**config.mk**
```make
export PLATFORM = sky130hd
export DESIGN_NAME = mult_share_arb
export DESIGN_NICKNAME = d
export VERILOG_FILES = /design/src/rtl/mult_share_arb.sv
export SDC_FILE = /design/constraint.sdc
export NUM_CORES = 1
export LEC_CHECK = 0
export BUFFER_PORTS_ARGS = -buffer_cell sky130_fd_sc_hd__buf_2
export CAP_MARGIN = 10
export CORE_ASPECT_RATIO = 1.5
export CORE_MARGIN = 2
export CORE_UTILIZATION = 51
export DETAILED_ROUTE_END_ITERATION = 16
export PLACE_DENSITY = 0.79
export SLEW_MARGIN = 5
export SYNTH_ARGS = -nofsm -noshare
export SYNTH_HDL_FRONTEND = slang
export SYNTH_SLANG_ARGS = --single-unit
```
**constraint.sdc**
```tcl
create_clock -name clk -period 2.5 [get_ports clk]
set_input_delay 0.25 -clock clk [delete_from_list [all_inputs] [get_ports clk]]
set_output_delay 0.25 -clock clk [all_outputs]
set_load 0.01 [all_outputs]
```
**src/rtl/mult_share_arb.sv**
```systemverilog
// mult_share_arb: round-robin arbiter that shares one 3x4-bit unsigned
// product unit between two requesters. Each requester owns a valid/ready
// request channel (operands in) and a valid/ready response channel (result
// out). One operation is in flight at a time; its result returns only to
// the requester that issued it.
//
// Handshake rules (all four channels): a transfer happens on a rising edge
// when valid and ready are both high in the cycle before it. The request
// side's ready may depend on valid, because the grant is decided from the
// valids in IDLE. A response's valid and data are held stable until the
// owner raises ready. A request seen while busy simply waits; nothing is
// dropped.
module mult_share_arb #(
  parameter int RR_INIT = 0
) (
  input  logic       clk,
  input  logic       rst,
  input  logic       req0_valid,
  input  logic [2:0] req0_a,
  input  logic [3:0] req0_b,
  output logic       req0_ready,
  input  logic       req1_valid,
  input  logic [2:0] req1_a,
  input  logic [3:0] req1_b,
  output logic       req1_ready,
  output logic       rsp0_valid,
  output logic [6:0] rsp0_res,
  input  logic       rsp0_ready,
  output logic       rsp1_valid,
  output logic [6:0] rsp1_res,
  input  logic       rsp1_ready,
  output logic       busy
);

  typedef enum logic [1:0] {
    IDLE = 2'd0,
    CALC = 2'd1,
    RESP = 2'd2
  } state_t;

  localparam logic PTR_INIT = (RR_INIT != 0);

  state_t     state;
  state_t     state_next;

  // ptr names the requester that wins when both are valid in IDLE
  logic       ptr;
  logic       owner;
  logic [2:0] a_reg;
  logic [3:0] b_reg;
  logic [6:0] res_reg;

  logic       grant0;
  logic       grant1;
  logic       req_hs;
  logic       rsp_hs;
  logic [6:0] product;

  // Grant: a lone valid always wins; with both valid the pointer decides
  always_comb begin
    grant0 = req0_valid & (~req1_valid | (ptr == 1'b0));
    grant1 = req1_valid & (~req0_valid | (ptr == 1'b1));
  end

  // Handshake strobes for the request side and the owner's response side
  always_comb begin
    req_hs = (req0_valid & req0_ready) | (req1_valid & req1_ready);
    rsp_hs = (rsp0_valid & rsp0_ready) | (rsp1_valid & rsp1_ready);
  end

  // Zero-extended unsigned product; 7*15 = 105 fits in 7 bits
  always_comb begin
    product = {4'b0000, a_reg} * {3'b000, b_reg};
  end

  // State register
  always_ff @(posedge clk or posedge rst) begin
    if (rst) begin
      state <= IDLE;
    end else begin
      state <= state_next;
    end
  end

  // Next-state: accept -> one compute cycle -> hold result until taken
  always_comb begin
    state_next = state;
    case (state)
      IDLE: begin
        if (req_hs) begin
          state_next = CALC;
        end
      end
      CALC: begin
        state_next = RESP;
      end
      RESP: begin
        if (rsp_hs) begin
          state_next = IDLE;
        end
      end
      default: begin
        state_next = IDLE;
      end
    endcase
  end

  // Outputs: ready only in IDLE (forced low while reset is applied),
  // response valid/data only toward the owner, zero otherwise
  always_comb begin
    busy       = (state != IDLE);
    req0_ready = ~rst & (state == IDLE) & grant0;
    req1_ready = ~rst & (state == IDLE) & grant1;
    rsp0_valid = (state == RESP) & (owner == 1'b0);
    rsp1_valid = (state == RESP) & (owner == 1'b1);
    rsp0_res   = rsp0_valid ? res_reg : 7'd0;
    rsp1_res   = rsp1_valid ? res_reg : 7'd0;
  end

  // Operand capture, product register and round-robin pointer update
  always_ff @(posedge clk or posedge rst) begin
    if (rst) begin
      a_reg   <= 3'd0;
      b_reg   <= 4'd0;
      res_reg <= 7'd0;
      owner   <= 1'b0;
      ptr     <= PTR_INIT;
    end else begin
      if (state == IDLE && req_hs) begin
        owner <= grant1;
        a_reg <= grant1 ? req1_a : req0_a;
        b_reg <= grant1 ? req1_b : req0_b;
      end
      if (state == CALC) begin
        res_reg <= product;
      end
      if (state == RESP && rsp_hs) begin
        ptr <= ~owner;
      end
    end
  end

endmodule
```
==> out/results.ini <==
[cells_and_area]
largest_reg_flops=7
layout-drive-gt1-share_pct=34.4
design_area_um2=1470
final_nets=194
antenna_cells=0
areaGrowthSynthToFinish_pct=15.4

[clock_tree]
cts_buffers=3
cts_tree=built
clkTransAtPathRegs_ns=0.10
cts_buffer_depth=2
cts_sinks=18
htree_num_levels=1
cts_resized=0
ctsHoldBuffers=0
clock_latency_ns=0.29
cts-root-buf=clkbuf_4
cts_setup_buffers=0

[critical_path]
cp-start-kind=flip-flop
r2r_start=a_reg[1]$_DFFE_PP0P_
crit_type=reg2reg
r2r_cells=7
reg2reg_to=res_reg[6]$_DFFE_PP0N_
cp-startpoint=a_reg[1]$_DFFE_PP0P_
crit_end=res_reg[6]$_DFFE_PP0N_
endpoint_kind=flip-flop
crit_fanout=5
worstPathArrival_ns=2.41
r2r_slack_ns=0.26
crit_required_ns=2.67

[sta]
max_slew_margin_pct=55.3
max_slew.worst_pin.slew_ns=0.670
final_max_slew_viol_count=0
setup_violations=0
finalSetupTns_ns=0
clock_skew_ns=0.00342
max_freq_mhz=446
finalCriticalPeriod_ns=2.24
grt_setup_unrepaired=false
finalCritPeriodShare_pct=89.7
setup_slack_ns=0.256
finalHoldViolations=0

[synthesis]
syn_area_um2=1270
synthFlopType=dfrtp_1
synth-seq-cells=18
syn_nets=157
postSynthCellCount=128
ys_seq_area_share_pct=35.4
yosys_warnings=0
async_reset_ff_share_pct=100
syn_avg_cell_area_um2=9.93
ys_types=30
synth_edf_count=0

[job]
cap_violations=0

[place]
post-place-ws_ns=0.258
placed_area_um2=1440
hpwlAfterDp_um=2050
io_buffers=38
gp_congestion=0.803

[floorplanning]
die_h_um=65.1
io_pins=39
dieArea_um2=2920
core_um2=2390
rows=22
start_util_pct=53.1
die_width_um=44.8

[global_routing]
grt_start_max_net_pins=19
grt_busiest_layer=met2
grt_pass1_wl_um=4200
met1_usage_pct=18.2
grt_pass1_vias=1016
use_met2_pct=38.2
grt-ovfl-total=0
globalRouteTotalUtil_pct=19.1
antenna_found_initial=0
use_met3_pct=1.92

[routing]
drc=0
wl_um=2410
vias=1038
dr.pass1.iters=5
wl_per_cell_um=12.9
ant_nets=0
dr.first_iter.drc_count=11
routed_via_density=5.55

[power_and_ir_drop]
p_leak_uw=0.000727
irDropWorstVdd_mv=0.548
power_density_nw_per_um2=1180

[worst_hold_path]
hold_path_class=in2async

[run_status]
status=complete, no violations

==> critical path, stage by stage (launching register included) <==
cell	delay, ns
dfrtp_1	0.43
and2_1	0.19
fa_1	0.46
ha_1	0.24
fa_1	0.40
a21o_1	0.20
a21oi_1	0.12
o21ai_0	0.08
==> per-layer routing <==
metal,up-vias,routed length [um]
li1,517,-
met4,0,68
met5,-,0
met2,41,1360
met1,471,867
met3,9,113
==> cells in the mapped netlist, types with 2 or more instances <==
cell	number	area, um2
nor4bb_1	2	20.0
a21oi_1	11	55.1
nand2b_1	2	12.5
dfrtp_1	18	450
a31oi_2	7	87.6
o21ai_0	12	60.1
a21o_1	2	15.0
nand2_1	9	33.8
mux2_2	4	45.0
ha_1	6	75.1
inv_1	5	18.8
and2_1	22	138
fa_1	3	60.1
nand3b_1	7	52.6
buf_6	3	33.8
==> final cells by class <==
cell class | count | area [um2]
flip-flops and latches | 18 | 450
multi-input cells | 99 | 754
well taps | 24 | 30.0
clock buffers | 3 | 22.5
repair buffers | 38 | 190
inverters | 5 | 18.8
fillers | 227 | 928
==> worst min-delay path by stage <==
| stage | end | slack, ns | startpoint |
|---|---|---|---|
| 5_1_grt | res_reg[1]$_DFFE_PP0N_ | 0.15 | rst |
| 4_1_cts | b_reg[2]$_DFFE_PP0P_ | 0.11 | rst |
| 6_report | res_reg[1]$_DFFE_PP0N_ | 0.08 | rst |
| 2_1_floorplan | a_reg[0]$_DFFE_PP0P_ | 0.19 | rst |
| 3_3_place_gp | owner$_DFFE_PP0P_ | 0.42 | rst |
| 3_5_place_dp | state[0]$_DFFE_PP0P_ | 0.43 | rst |
==> metrics by stage <==
stage | hold WS, ns | power [uW] | instances | util, %
floorplan | 0.189 | 1350 | 128 | -
global placement | 0.417 | 1550 | 184 | 60.3
detailed placement | 0.431 | 1610 | 184 | 60.3
CTS | 0.112 | 1760 | 187 | 61.2
global route | 0.154 | 1920 | 187 | 61.2
finish | 0.0839 | 1730 | 187 | 61.2
==> logic make-up after synthesis <==
logic type / count (synthesis) / share of synthesized area (%)
adders and majority gates: 9 / 10.6
buffers and inverters: 11 / 5.22
muxes: 4 / 3.54
DFF: 18 / 35.4
AOI/OAI and AO/OA: 33 / 17.8
xor gates and xnor gates: 1 / 0.689
and+or+nand+nor: 52 / 26.7
==> cells in the final DEF (no fill, tap or decap), types with 4 or more instances in the layout <==
cell	count
dfrtp_1	18
o21ai_0	12
nand2_1	9
buf_2	38
ha_1	6
a21oi_1	11
nand3b_1	7
and2_1	22
inv_1	5
mux2_2	4
a31oi_2	7
==> power breakdown <==
| group | leakage [uW] | internal, uW | switching (uW) |
|---|---|---|---|
| Sequential | 0.000214 | 430 | 131 |
| Combinational | 0.000500 | 501 | 523 |
| Clock | 0.0000138 | 56.1 | 85.8 |
No activity file was read; power rests on OpenSTA's default activity.
